**src/rtl/uart_pkg.sv**
```systemverilog
// Shared UART definitions: receiver state encoding, MODE-to-baud table,
// oversample ratio and the baud divider helper. The transmitter uses the same
// divider helper, so a TX/RX pair built with the same MODE settles on the same
// tick period.
package uart_pkg;

    localparam int unsigned OVS = 8;

    localparam int unsigned BAUD_9600   = 9600;
    localparam int unsigned BAUD_19200  = 19200;
    localparam int unsigned BAUD_57600  = 57600;
    localparam int unsigned BAUD_115200 = 115200;

    typedef enum logic [2:0] {
        IDLE      = 3'd0,
        START     = 3'd1,
        DATA      = 3'd2,
        PARITY    = 3'd3,
        STOP      = 3'd4,
        WAIT_HIGH = 3'd5
    } rx_state_e;

    // Clocks per oversample tick, truncating.
    function automatic int unsigned baud_div(input int unsigned clk, input int unsigned baud);
        return clk / (OVS * baud);
    endfunction

    function automatic int unsigned mode_baud(input logic [1:0] mode);
        case (mode)
            2'd0:    return BAUD_9600;
            2'd1:    return BAUD_19200;
            2'd2:    return BAUD_57600;
            default: return BAUD_115200;
        endcase
    endfunction

endpackage

```
**src/rtl/uart_rx_tick.sv**
```systemverilog
// Oversample tick generator for the receiver.
// Ports:
//   SCLK     system clock
//   SCLR     asynchronous active-low reset
//   mode     baud select (0=9600, 1=19200, 2=57600, 3=115200)
//   mode_ld  latch mode this cycle (receiver idle)
//   tick     one-SCLK pulse every DIV clocks
module uart_rx_tick
    import uart_pkg::*;
#(
    parameter int unsigned CLK_FREQ = 50000000
) (
    input  logic       SCLK,
    input  logic       SCLR,
    input  logic [1:0] mode,
    input  logic       mode_ld,
    output logic       tick
);

    localparam int unsigned DW = $clog2(baud_div(CLK_FREQ, BAUD_9600)) + 1;

    localparam logic [DW-1:0] TOP_0 = DW'(baud_div(CLK_FREQ, BAUD_9600) - 1);
    localparam logic [DW-1:0] TOP_1 = DW'(baud_div(CLK_FREQ, BAUD_19200) - 1);
    localparam logic [DW-1:0] TOP_2 = DW'(baud_div(CLK_FREQ, BAUD_57600) - 1);
    localparam logic [DW-1:0] TOP_3 = DW'(baud_div(CLK_FREQ, BAUD_115200) - 1);

    logic [1:0]    mode_q;
    logic [DW-1:0] div_cnt;
    logic [DW-1:0] div_top_c;

    // Terminal count for the latched mode.
    always_comb begin
        div_top_c = TOP_3;
        case (mode_q)
            2'd0:    div_top_c = TOP_0;
            2'd1:    div_top_c = TOP_1;
            2'd2:    div_top_c = TOP_2;
            default: div_top_c = TOP_3;
        endcase
    end

    // Free-running divider; >= so a shorter period after a mode change wraps cleanly.
    always_ff @(posedge SCLK or negedge SCLR) begin
        if (!SCLR) begin
            mode_q  <= 2'd0;
            div_cnt <= '0;
            tick    <= 1'b0;
        end else begin
            if (mode_ld) begin
                mode_q <= mode;
            end
            if (div_cnt >= div_top_c) begin
                div_cnt <= '0;
                tick    <= 1'b1;
            end else begin
                div_cnt <= div_cnt + DW'(1);
                tick    <= 1'b0;
            end
        end
    end

endmodule

```
**src/rtl/uart_rx.sv**
```systemverilog
// UART receiver: 8N1 frames (8E1 with UART_RX_PARITY_EN) recovered with 8x
// oversampling, each bit sampled at tick 3 of its 8-tick window.
// Optional feature macro: UART_RX_PARITY_EN (even parity bit + RX_PERR port).
// Ports:
//   SCLK      system clock
//   SCLR      asynchronous active-low reset
//   MODE      baud select, latched while idle
//   RX_EN     enables start detection only
//   RX        asynchronous serial input, idles high
//   RX_DATA   last good byte
//   RX_VALID  one-cycle pulse when RX_DATA updates
//   RX_FERR   one-cycle pulse on a low stop bit
//   RX_BUSY   high while not idle
//   RX_PERR   (parity build) one-cycle parity-failure pulse with RX_VALID
module uart_rx #(
    parameter int unsigned CLK_FREQ = 50000000,
    parameter int unsigned OVS      = 8
) (
    input  logic       SCLK,
    input  logic       SCLR,
    input  logic [1:0] MODE,
    input  logic       RX_EN,
    input  logic       RX,
    output logic [7:0] RX_DATA,
    output logic       RX_VALID,
    output logic       RX_FERR,
    output logic       RX_BUSY
`ifdef UART_RX_PARITY_EN
    ,
    output logic       RX_PERR
`endif
);

    import uart_pkg::*;

    localparam logic [2:0] CNT_MID  = 3'(OVS / 2 - 1);
    localparam logic [2:0] CNT_LAST = 3'(OVS - 1);

    logic       rx_meta;
    logic       rxs;
    logic       tick;

    rx_state_e  state_q, state_d;
    logic [2:0] cnt_q, cnt_d;
    logic [2:0] idx_q, idx_d;
    logic [7:0] shreg_q, shreg_d;
    logic [7:0] data_d;
    logic       valid_d;
    logic       ferr_d;
`ifdef UART_RX_PARITY_EN
    logic       par_q, par_d;
    logic       perr_d;
`endif

    uart_rx_tick #(
        .CLK_FREQ (CLK_FREQ)
    ) u_tick (
        .SCLK    (SCLK),
        .SCLR    (SCLR),
        .mode    (MODE),
        .mode_ld (state_q == IDLE),
        .tick    (tick)
    );

    // Two-flop synchronizer; reset to the idle line level.
    always_ff @(posedge SCLK or negedge SCLR) begin
        if (!SCLR) begin
            rx_meta <= 1'b1;
            rxs     <= 1'b1;
        end else begin
            rx_meta <= RX;
            rxs     <= rx_meta;
        end
    end

    // State, counters and registered outputs.
    always_ff @(posedge SCLK or negedge SCLR) begin
        if (!SCLR) begin
            state_q  <= IDLE;
            cnt_q    <= 3'd0;
            idx_q    <= 3'd0;
            shreg_q  <= 8'h00;
            RX_DATA  <= 8'h00;
            RX_VALID <= 1'b0;
            RX_FERR  <= 1'b0;
            RX_BUSY  <= 1'b0;
`ifdef UART_RX_PARITY_EN
            par_q    <= 1'b0;
            RX_PERR  <= 1'b0;
`endif
        end else begin
            state_q  <= state_d;
            cnt_q    <= cnt_d;
            idx_q    <= idx_d;
            shreg_q  <= shreg_d;
            RX_DATA  <= data_d;
            RX_VALID <= valid_d;
            RX_FERR  <= ferr_d;
            RX_BUSY  <= (state_d != IDLE);
`ifdef UART_RX_PARITY_EN
            par_q    <= par_d;
            RX_PERR  <= perr_d;
`endif
        end
    end

    // Next-state and output decode; everything advances only on ticks.
    always_comb begin
        state_d = state_q;
        cnt_d   = cnt_q;
        idx_d   = idx_q;
        shreg_d = shreg_q;
        data_d  = RX_DATA;
        valid_d = 1'b0;
        ferr_d  = 1'b0;
`ifdef UART_RX_PARITY_EN
        par_d   = par_q;
        perr_d  = 1'b0;
`endif
        if (tick) begin
            case (state_q)
                IDLE: begin
                    if (RX_EN && !rxs) begin
                        state_d = START;
                        cnt_d   = 3'd0;
                    end
                end
                START: begin
                    cnt_d = cnt_q + 3'd1;
                    if (cnt_q == CNT_MID && rxs) begin
                        state_d = IDLE;
                    end else if (cnt_q == CNT_LAST) begin
                        state_d = DATA;
                        cnt_d   = 3'd0;
                        idx_d   = 3'd0;
                    end
                end
                DATA: begin
                    cnt_d = cnt_q + 3'd1;
                    if (cnt_q == CNT_MID) begin
                        shreg_d = {rxs, shreg_q[7:1]};
                    end
                    if (cnt_q == CNT_LAST) begin
                        cnt_d = 3'd0;
                        if (idx_q == 3'd7) begin
`ifdef UART_RX_PARITY_EN
                            state_d = PARITY;
`else
                            state_d = STOP;
`endif
                        end else begin
                            idx_d = idx_q + 3'd1;
                        end
                    end
                end
`ifdef UART_RX_PARITY_EN
                PARITY: begin
                    cnt_d = cnt_q + 3'd1;
                    if (cnt_q == CNT_MID) begin
                        par_d = rxs;
                    end
                    if (cnt_q == CNT_LAST) begin
                        state_d = STOP;
                        cnt_d   = 3'd0;
                    end
                end
`endif
                // Decide at mid-stop so a following start edge is never missed.
                STOP: begin
                    cnt_d = cnt_q + 3'd1;
                    if (cnt_q == CNT_MID) begin
                        if (rxs) begin
                            data_d  = shreg_q;
                            valid_d = 1'b1;
`ifdef UART_RX_PARITY_EN
                            perr_d  = ^{shreg_q, par_q};
`endif
                            state_d = IDLE;
                        end else begin
                            ferr_d  = 1'b1;
                            state_d = WAIT_HIGH;
                        end
                    end
                end
                // Absorb a break so it reports only one framing error.
                WAIT_HIGH: begin
                    if (rxs) begin
                        state_d = IDLE;
                    end
                end
                default: begin
                    state_d = IDLE;
                end
            endcase
        end
    end

endmodule

```
**config.mk**
```make
export PLATFORM = sky130hd
export DESIGN_NAME = uart_rx
export DESIGN_NICKNAME = d
export VERILOG_FILES = /design/src/rtl/uart_pkg.sv /design/src/rtl/uart_rx_tick.sv /design/src/rtl/uart_rx.sv
export SDC_FILE = /design/constraint.sdc
export NUM_CORES = 1
export LEC_CHECK = 0
export CORE_UTILIZATION = 30
export DETAILED_ROUTE_END_ITERATION = 16
export GPL_TIMING_DRIVEN = 0
export MAX_ROUTING_LAYER = met4
export SLEW_MARGIN = 40
export SYNTH_ARGS = -nofsm -noshare
export SYNTH_HDL_FRONTEND = slang
export SYNTH_SLANG_ARGS = --single-unit
```
**constraint.sdc**
```tcl
create_clock -name SCLK -period 2.47 [get_ports SCLK]
set_input_delay 0.3705 -clock SCLK [delete_from_list [all_inputs] [get_ports SCLK]]
set_output_delay 0.3705 -clock SCLK [all_outputs]
set_load 0.005 [all_outputs]
```
# Word-level counts from Yosys, hierarchy flattened
# Cells that the tools add are included.
# totals
ramBits,0
mem_bits_ro,0
latch_bits,0
output_inout_bits,11
elab_cells,73
in_bits,6
n_memories,0
reg_bits,44
# classes
reduce_logical,12
n_lt_le_gt_ge,1
div_mod_pow,0
n_mux,30
eq_ne,14
n_bitwise,0
shift,0
addsub,3
n_mul,0
# ops
operator,n
3-bit two-way mux,16
10-bit one-hot mux with 3 select lines,1
3-bit one-hot mux with 5 select lines,1
3-bit equality test (second input constant),4
3-bit one-hot mux with 4 select lines,1
11-bit by 1-bit adder with 11-bit output (second input constant),1
11-bit by 10-bit greater-or-equal comparator with 1-bit output,1
11-bit two-way mux,1
2-bit inequality test (second input constant),5
1-bit two-way mux,9
3-bit by 1-bit adder with 3-bit output (second input constant),2
3-bit by 2-bit equality test with 1-bit output (second input constant),2
3-bit one-hot mux with 2 select lines,1
3-bit AND reduction,2
6-bit AND reduction,1
4-bit AND reduction,1
4-bit nonzero test,1
3-bit by 1-bit equality test with 1-bit output (second input constant),1
3-bit zero test,1
3-bit nonzero test,1
2-bit by 1-bit equality test with 1-bit output (second input constant),1
2-bit equality test (second input constant),1
1-bit logical AND,2
2-bit zero test,1
2 further kinds,2

# Longest topological paths before layout
# Gate-level depths: netlist of run 1.
# depth
depth_word,6
mapped_depth,9
depth_no_buf,8

# Hierarchy
# A second synthesis of run 1 with hierarchy kept.
# unflattened
hier_cells,207
hier_area_um2,2461.1
# by_module_without_submodules
module,n_inst,cells_each,seq_area_each_um2,area_each_um2
uart_rx,1,114,753.2,1440.1
uart_rx_tick,1,93,350.3,1021.0

# Least setup slack after synthesis of run 1
# Ideal clock, no wire load.
# synth_path
kind,flip-flop to flip-flop
startpoint,reg u_tick.mode_q[1]
endpoint,reg u_tick.div_cnt[10]
synth_period_minus_slack_ps,2076
path_buffers,0
t_arrival_ps,2003
path_slack_ps,394
setup_ps,73
required_time_ps,2397
stages_incl_launch_ff,9
path_cell_list,dfrtp_1 > inv_1 > ha_1 > inv_1 > ha_1 > a21o_1 > a211o_1 > or4_4 > a21oi_2
# synth_between
elab_chain_cells,4
# synth_rtl
element,line,rtl
from (decl),uart_rx_tick.sv:27,logic [1:0] mode_q;
from (signal assigned),uart_rx_tick.sv:50,mode_q <= mode;
"2-bit equality test, or another cell as far along",uart_rx_tick.sv:34,case (mode_q)
10-bit one-hot mux with 3 select lines *,uart_rx_tick.sv:34,
11-bit by 10-bit greater-or-equal comparator with 1-bit output *,uart_rx_tick.sv:52,if (div_cnt >= div_top_c) begin
11-bit two-way mux *,uart_rx_tick.sv:52,
to (signal assigned),uart_rx_tick.sv:56,div_cnt <= div_cnt + DW'(1);
to (decl),uart_rx_tick.sv:28,logic [DW-1:0] div_cnt;
# Mark *: on every way between the ends. The rest lies on a longest branch, timed or not.
# A chain may end at the register's enable or synchronous reset.

# Worst setup path after layout of run 1
# Ends and elaborated chain as after synthesis.

==> results of run 1 <==
-- power breakdown --
part / switching, uW / internal, uW / total, uW
clock: 231 / 300 / 531
sequential: 2.15 / 723 / 725
combinational: 15.9 / 11.9 / 27.8
total: 249 / 1030 / 1280
-- per-stage QoR --
stage	utilization, %	total power (uW)
finish	37.2	1280
global placement	35.4	764
floorplan	-	740
global route	37.2	1340
CTS	37.2	1310
detailed placement	35.6	767
-- metal layers --
metal | up-vias | track usage (%)
met5 | - | -
met4 | 0 | 2.82
met3 | 5 | 2.79
met2 | 17 | 18.7
met1 | 768 | 15.2
li1 | 802 | -
-- cells in the mapped netlist, types with 2 or more instances --
library cell and count:
nand3_1 6, a21o_1 3, nor2b_1 2, and2_1 2, nand2b_1 2, dfrtp_1 42, nand2_1 15, o31ai_1 4
o21ai_0 11, clkbuf_1 3, ha_1 21, mux2_2 17, buf_2 3, a31oi_1 2, xnor2_1 3, xor2_1 5
dfstp_2 2, inv_1 13, nor2_1 13, a21oi_1 5, nand4_1 3, and3_1 10, nor3_1 3
-- worst max-delay path: stages (launching register included) --
cell	delay [ns]
dfrtp_1	0.45
inv_1	0.14
ha_1	0.19
inv_1	0.05
ha_1	0.28
a21o_1	0.16
a211o_1	0.31
or4_4	0.51
a21oi_2	0.11
-- worst min path at each step --
| stage | end | from | cells past startpoint |
|---|---|---|---|
| floorplan | RX_BUSY$_DFF_PN0_ | SCLR | 0 |
| global placement | rxs$_DFF_PN1_ | rx_meta$_DFF_PN1_ | 0 |
| detailed placement | u_tick.mode_q[1]$_DFFE_PN0P_ | SCLR | 1 |
| CTS | rxs$_DFF_PN1_ | rx_meta$_DFF_PN1_ | 0 |
| global route | rxs$_DFF_PN1_ | rx_meta$_DFF_PN1_ | 0 |
| finish | rxs$_DFF_PN1_ | rx_meta$_DFF_PN1_ | 0 |
-- cell type report --
cell class | count | area (um^2) | area share, %
tap | 99 | 124 | 4.52
clock buffer | 6 | 72.6 | 2.65
timing repair buffer | 18 | 188 | 6.84
buffer | 7 | 38.8 | 1.41
clock inverter | 2 | 35.0 | 1.28
multi-input combinational | 150 | 1130 | 41.3
inverter | 13 | 48.8 | 1.78
sequential | 44 | 1100 | 40.2
-- logic make-up (layout without fill, tap and decap cells) --
| kind of cell | count (synthesis) | count (layout) |
|---|---|---|
| simple gates | 67 | 67 |
| xor+xnor | 8 | 8 |
| buf+inv | 20 | 46 |
| mux | 17 | 17 |
| flops | 44 | 44 |
| compound gates | 37 | 37 |
| fa+ha+maj | 21 | 21 |
-- timing repair --
action                     CTS  global route
setup endpoints to repair    0             9
resized for setup            0             2
hold endpoints to repair     9             0
hold buffers                 1             0
-- registers in the layout (all words and copies together) (netlist names) --
register / count
RX_BUSY: 1
RX_DATA: 8
RX_FERR: 1
RX_VALID: 1
cnt_q: 3
idx_q: 3
rx_meta: 1
rxs: 1
shreg_q: 8
state_q: 3
u_tick.div_cnt: 11
u_tick.mode_q: 2
u_tick.tick: 1
==> run_results.csv, run 1 <==
group,metric,value,unit
outcome,status,"finished, final reports clean",
floorplanning,initial_utilization,31.5,%
clocking,cts_buffer_depth,2,
placed_design,place_ws,0.138,ns
placed_design,post-place-cells,330,
yosys,synth_xor_area_share,3.02,%
clocking,clk-insertion-delay-late,0.29,ns
yosys,yosysTopAreaCell,"dfrtp_1",
global_route,grt_pass1_vias,1666,
floorplanning,dieArea,0.00810,mm^2
sta,fmax,444,MHz
layout,areaGrowthSynthToFinish,18.1,%
detailed_routing,vias_per_cell,4.70,
critical_path,r2r_start,"u_tick.mode_q[1]$_DFFE_PN0P_",
detailed_routing,routedLengthMet1,2030,um
global_route,antenna_found_initial,0,
yosys,syn-cell-area,0.00232,mm^2
yosys,synthAdderAreaFrac,11.3,%
critical_path,cp_max_fo,4,
sta,tns,0,ns
clocking,h-tree-depth,2,
yosys,synth-simple-area-share,15.5,%
floorplanning,die_h,90.0,um
sta,finalSetupViolations,0,
sta,worstMarginPinSlew,0.438,ns
layout,fillers,754,
placed_design,gp_congestion,0.786,
layout,nets,266,
yosys,synthTopCellsByArea,"dfrtp_1, ha_1, mux2_2",
detailed_routing,drc,0,
yosys,synth_enable_flop_cells,0,
critical_path,worstSetupPathType,"reg -> reg",
detailed_routing,drt-pass1-iter-count,4,
critical_path,cp-startpoint,"u_tick.mode_q[1]$_DFFE_PN0P_",
layout,final_common_cell,"dfrtp_1",
global_route,grt.total_usage,11.7,%
yosys,synthArstFlopShare,100,%
layout,layout_common_cells,"dfrtp_1, ha_1, mux2_2, nand2_1, clkdlybuf4s50_1",
clocking,clock-sinks,44,
placed_design,dpl.hpwl,2990,um
power_and_ir_drop,powerDensity,468,mW/mm^2
clocking,cts_made_buffers,5,
yosys,synth_nets,241,
detailed_routing,num_vias,1592,
sta,max_slew_margin,70.6,%
power_and_ir_drop,power.static_leakage,0.00137,uW
critical_path,startpoint_type,"flop",
detailed_routing,ant_nets,0,
critical_path,r2r_cells,8,
sta,slew_violations,0,
sta,finalCriticalPeriod,2.25,ns
flow_run,drv_cap,0,
yosys,synth_top_area_share,45.3,%
detailed_routing,wl_per_cell,12.0,um
floorplanning,num_rows,31,
global_route,grt_max_degree,36,
floorplanning,die_w,90.0,um
yosys,avgSynthCellArea,10.9,um^2
yosys,syn_inst,214,
clocking,cts_tree,"done",
placed_design,port_buffers,16,
critical_path,crit_path_end_kind,"flop",
detailed_routing,wl_met3,138,um
critical_path,rrSetupSlack,0.22,ns
yosys,synth_warnings,0,
sta,fin_skew,0.0123,ns
critical_path,worst-endpoint-arrival,2.47,ns
critical_path,critPathCapture,"u_tick.div_cnt[10]$_DFF_PN0_",
layout,n_antenna_cell,0,
layout,final_cell_area,0.00274,mm^2
sta,finalCritPeriodShare,91.2,%
min_path,hold_class,"reg -> reg",
detailed_routing,top_layer_used,"met4",
clocking,clockRootBuffer,"clkbuf_8",
floorplanning,ios,17,
sta,hold_slack,0.358,ns
floorplanning,core_area,0.00737,mm^2
critical_path,timing.rr.end,"u_tick.div_cnt[10]$_DFF_PN0_",
critical_path,worstPathRequired,2.69,ns
detailed_routing,drtIter0Drc,61,
global_route,grt_overflow,0,
layout,final_cells,339,
yosys,synthMuxAreaShare,8.24,%
sta,setup_ws,0.218,ns
yosys,ys_seq_area_share,47.5,%
yosys,synth_top_flop_cell,"dfrtp_1",
layout,drive_gt1_share,15.4,%
placed_design,place_area,0.00262,mm^2
clocking,cts_setup_buffers,0,
detailed_routing,wl,4070,um
clocking,clk_pin_slew_worst_paths,0.08,ns
yosys,synth_seq_cells,44,
yosys,synth-compound-area-share,10.7,%
yosys,synth_cell_types,47,
power_and_ir_drop,ir_worst_vdd,334,uV
yosys,synth_top_family_by_area,"simple AND/OR/NAND/NOR gates",
sta,rsz0062_at_grt,"no",
global_route,grt_pass1_wl,7640,um
sta,hold_viol_final,0,
detailed_routing,wl_met2,1860,um
Power figures use the tool's default switching activity.
==> inputs of run 2 (changes only) <==
--- a/config.mk
+++ b/config.mk
@@ -5,8 +5,10 @@
 export SDC_FILE = /design/constraint.sdc
 export NUM_CORES = 1
 export LEC_CHECK = 0
-export CORE_UTILIZATION = 30
+export CORE_MARGIN = 8
+export CORE_UTILIZATION = 40
 export DETAILED_ROUTE_END_ITERATION = 16
+export DONT_BUFFER_PORTS = 1
 export GPL_TIMING_DRIVEN = 0
 export MAX_ROUTING_LAYER = met4
 export SLEW_MARGIN = 40
==> run 2 against run 1 <==
Against the previous run: final cell count fell by 13%; worst hold slack got worse by 0.30 ns; die area is 5.0% higher; largest power group unchanged; count of clock-buffer cells in the layout stayed put.
==> run_results.csv, run 2 (same netlist as run 1, synthesis figures left out) <==
group,metric,value,unit
power_and_ir_drop,ir_worst_vdd,230,uV
min_path,hold_class,"in -> reg",
flow_run,drv_cap,0,
clocking,cts_buffer_depth,2,
clocking,clockRootBuffer,"clkbuf_8",
critical_path,r2r_start,"u_tick.mode_q[1]$_DFFE_PN0P_",
clocking,cts_tree,"done",
floorplanning,ios,17,
floorplanning,die_h,92.2,um
layout,areaGrowthSynthToFinish,10.8,%
floorplanning,initial_utilization,41.7,%
layout,n_antenna_cell,0,
global_route,grt_pass1_vias,1484,
clocking,cts_made_buffers,5,
outcome,status,"finished, final reports clean",
min_path,holdPathEnd,"rx_meta$_DFF_PN1_",
power_and_ir_drop,power.static_leakage,0.00132,uW
critical_path,worstPathRequired,2.70,ns
global_route,antenna_found_initial,0,
sta,tns,0,ns
detailed_routing,ant_nets,0,
placed_design,port_buffers,0,
clocking,clock-sinks,44,
global_route,grt_max_degree,45,
critical_path,worstSetupPathType,"reg -> reg",
detailed_routing,vias_per_cell,5.17,
floorplanning,dieArea,0.00850,mm^2
layout,largestRegisters,"u_tick.div_cnt (11), RX_DATA (8), shreg_q (8)",
layout,post-route-util,46.2,%
detailed_routing,wl_per_cell,14.1,um
critical_path,crit_path_end_kind,"flop",
min_path,whs_path_depth,0,
power_and_ir_drop,powerDensity,516,mW/mm^2
global_route,grt.total_usage,10.9,%
detailed_routing,num_vias,1529,
detailed_routing,drc,0,
layout,largest_register_ffs,11,
critical_path,timing.rr.end,"u_tick.div_cnt[10]$_DFF_PN0_",
layout,layout_common_cells,"dfrtp_1, ha_1, mux2_2, nand2_1",
critical_path,cp_max_fo,4,
clocking,h-tree-depth,2,
min_path,hp-start,"RX",
sta,max_slew_margin,72.1,%
sta,setup_ws,0.215,ns
layout,regMostFlops,"u_tick.div_cnt",
critical_path,r2r_cells,8,
detailed_routing,drt-pass1-iter-count,4,
detailed_routing,drtIter0Drc,85,
sta,worstMarginPinSlew,0.417,ns
clocking,clk-insertion-delay-late,0.30,ns
sta,fin_skew,0.00531,ns
sta,finalCritPeriodShare,91.3,%
sta,finalCriticalPeriod,2.26,ns
sta,finalSetupViolations,0,
placed_design,gp_congestion,0.774,
detailed_routing,wl,4190,um
sta,slew_violations,0,
placed_design,place_ws,0.129,ns
sta,hold_slack,0.0622,ns
critical_path,startpoint_type,"flop",
clocking,clk_pin_slew_worst_paths,0.08,ns
global_route,grt_overflow,0,
critical_path,rrSetupSlack,0.21,ns
sta,fmax,443,MHz
clocking,cts_setup_buffers,0,
critical_path,worst-endpoint-arrival,2.49,ns
sta,hold_viol_final,0,
floorplanning,die_w,92.2,um
layout,final_common_cell,"dfrtp_1",
floorplanning,core_area,0.00557,mm^2
layout,drive_gt1_share,16.5,%
placed_design,dpl.hpwl,3030,um
global_route,grt_pass1_wl,7360,um
sta,rsz0062_at_grt,"no",
layout,nets,250,
floorplanning,num_rows,27,
run 2: cell types whose count changed in the layout (fill, tap and decap cells not counted), sizes merged:
| cell | delta |
|---|---|
| buf | -1 |
| clkdlybuf4s50 | -15 |
run 2: worst max path at each step:
stage                                 start                      endpoint  slack, ns  cells after the start
2_1_floorplan  u_tick.mode_q[1]$_DFFE_PN0P_  u_tick.div_cnt[10]$_DFF_PN0_       0.39                      8
3_3_place_gp   u_tick.mode_q[1]$_DFFE_PN0P_   u_tick.div_cnt[3]$_DFF_PN0_       0.14                      9
3_5_place_dp   u_tick.mode_q[1]$_DFFE_PN0P_   u_tick.div_cnt[6]$_DFF_PN0_       0.13                      9
4_1_cts        u_tick.mode_q[1]$_DFFE_PN0P_   u_tick.div_cnt[4]$_DFF_PN0_       0.11                      9
5_1_grt        u_tick.mode_q[1]$_DFFE_PN0P_  u_tick.div_cnt[10]$_DFF_PN0_       0.06                      8
6_report       u_tick.mode_q[1]$_DFFE_PN0P_  u_tick.div_cnt[10]$_DFF_PN0_       0.21                      8
run 2: cell type report:
| type | instances | area (um^2) |
|---|---|---|
| Sequential cell | 44 | 1100 |
| Multi-Input combinational cell | 150 | 1130 |
| Clock buffer | 6 | 82.6 |
| Buffer | 7 | 38.8 |
| Fill cell | 524 | 3000 |
| Tap cell | 72 | 90.1 |
| Inverter | 13 | 48.8 |
| Timing Repair Buffer | 2 | 37.5 |
| Clock inverter | 2 | 38.8 |
run 2: per-layer routing:
layer,GRT usage (%),up-vias,routed length [um]
met5,-,-,0
met4,4.03,0,46
met3,3.42,5,163
met2,15.9,23,1910
met1,13.9,727,2070
li1,-,774,-
run 2: metrics by stage:
step                      instances  area (um^2)  total power (uW)
final                           296         2570              1330
after floorplan                 214         2320               740
after global routing            296         2570              1380
after CTS                       296         2570              1350
after global placement          286         2410               741
after detailed placement        286         2410               741
run 2: repair_timing:
item | in CTS | in global routing
hold endpoints to repair | 44 | 0
endpoints found under the setup margin | 0 | 10
gates resized for setup | 0 | 2
hold buffers | 2 | 0
run 2: critical path, cell delays in order, from the launching register on:
cell and delay [ns]:
dfrtp_1 0.44, inv_1 0.14, ha_1 0.19, inv_1 0.05, ha_1 0.28, a21o_1 0.16
a211o_1 0.31, or4_4 0.52, a21oi_2 0.10
run 2: where the power goes:
group	leakage (uW)	switching, uW	internal, uW
clock network	0.0000614	249	331
logic	0.000691	14.7	6.71
registers	0.000573	2.43	723
total	0.00132	266	1060
==> inputs of run 3 (changes only) <==
--- a/config.mk
+++ b/config.mk
@@ -7,11 +7,13 @@
 export LEC_CHECK = 0
 export CORE_MARGIN = 8
 export CORE_UTILIZATION = 40
+export CTS_CLUSTER_SIZE = 20
 export DETAILED_ROUTE_END_ITERATION = 16
 export DONT_BUFFER_PORTS = 1
 export GPL_TIMING_DRIVEN = 0
 export MAX_ROUTING_LAYER = met4
-export SLEW_MARGIN = 40
+export SETUP_SLACK_MARGIN = 0.02
+export SLEW_MARGIN = 10
 export SYNTH_ARGS = -nofsm -noshare
 export SYNTH_HDL_FRONTEND = slang
 export SYNTH_SLANG_ARGS = --single-unit
==> results of run 3 <==
The final DEF is identical to that of run 2; final timing and power are the same.
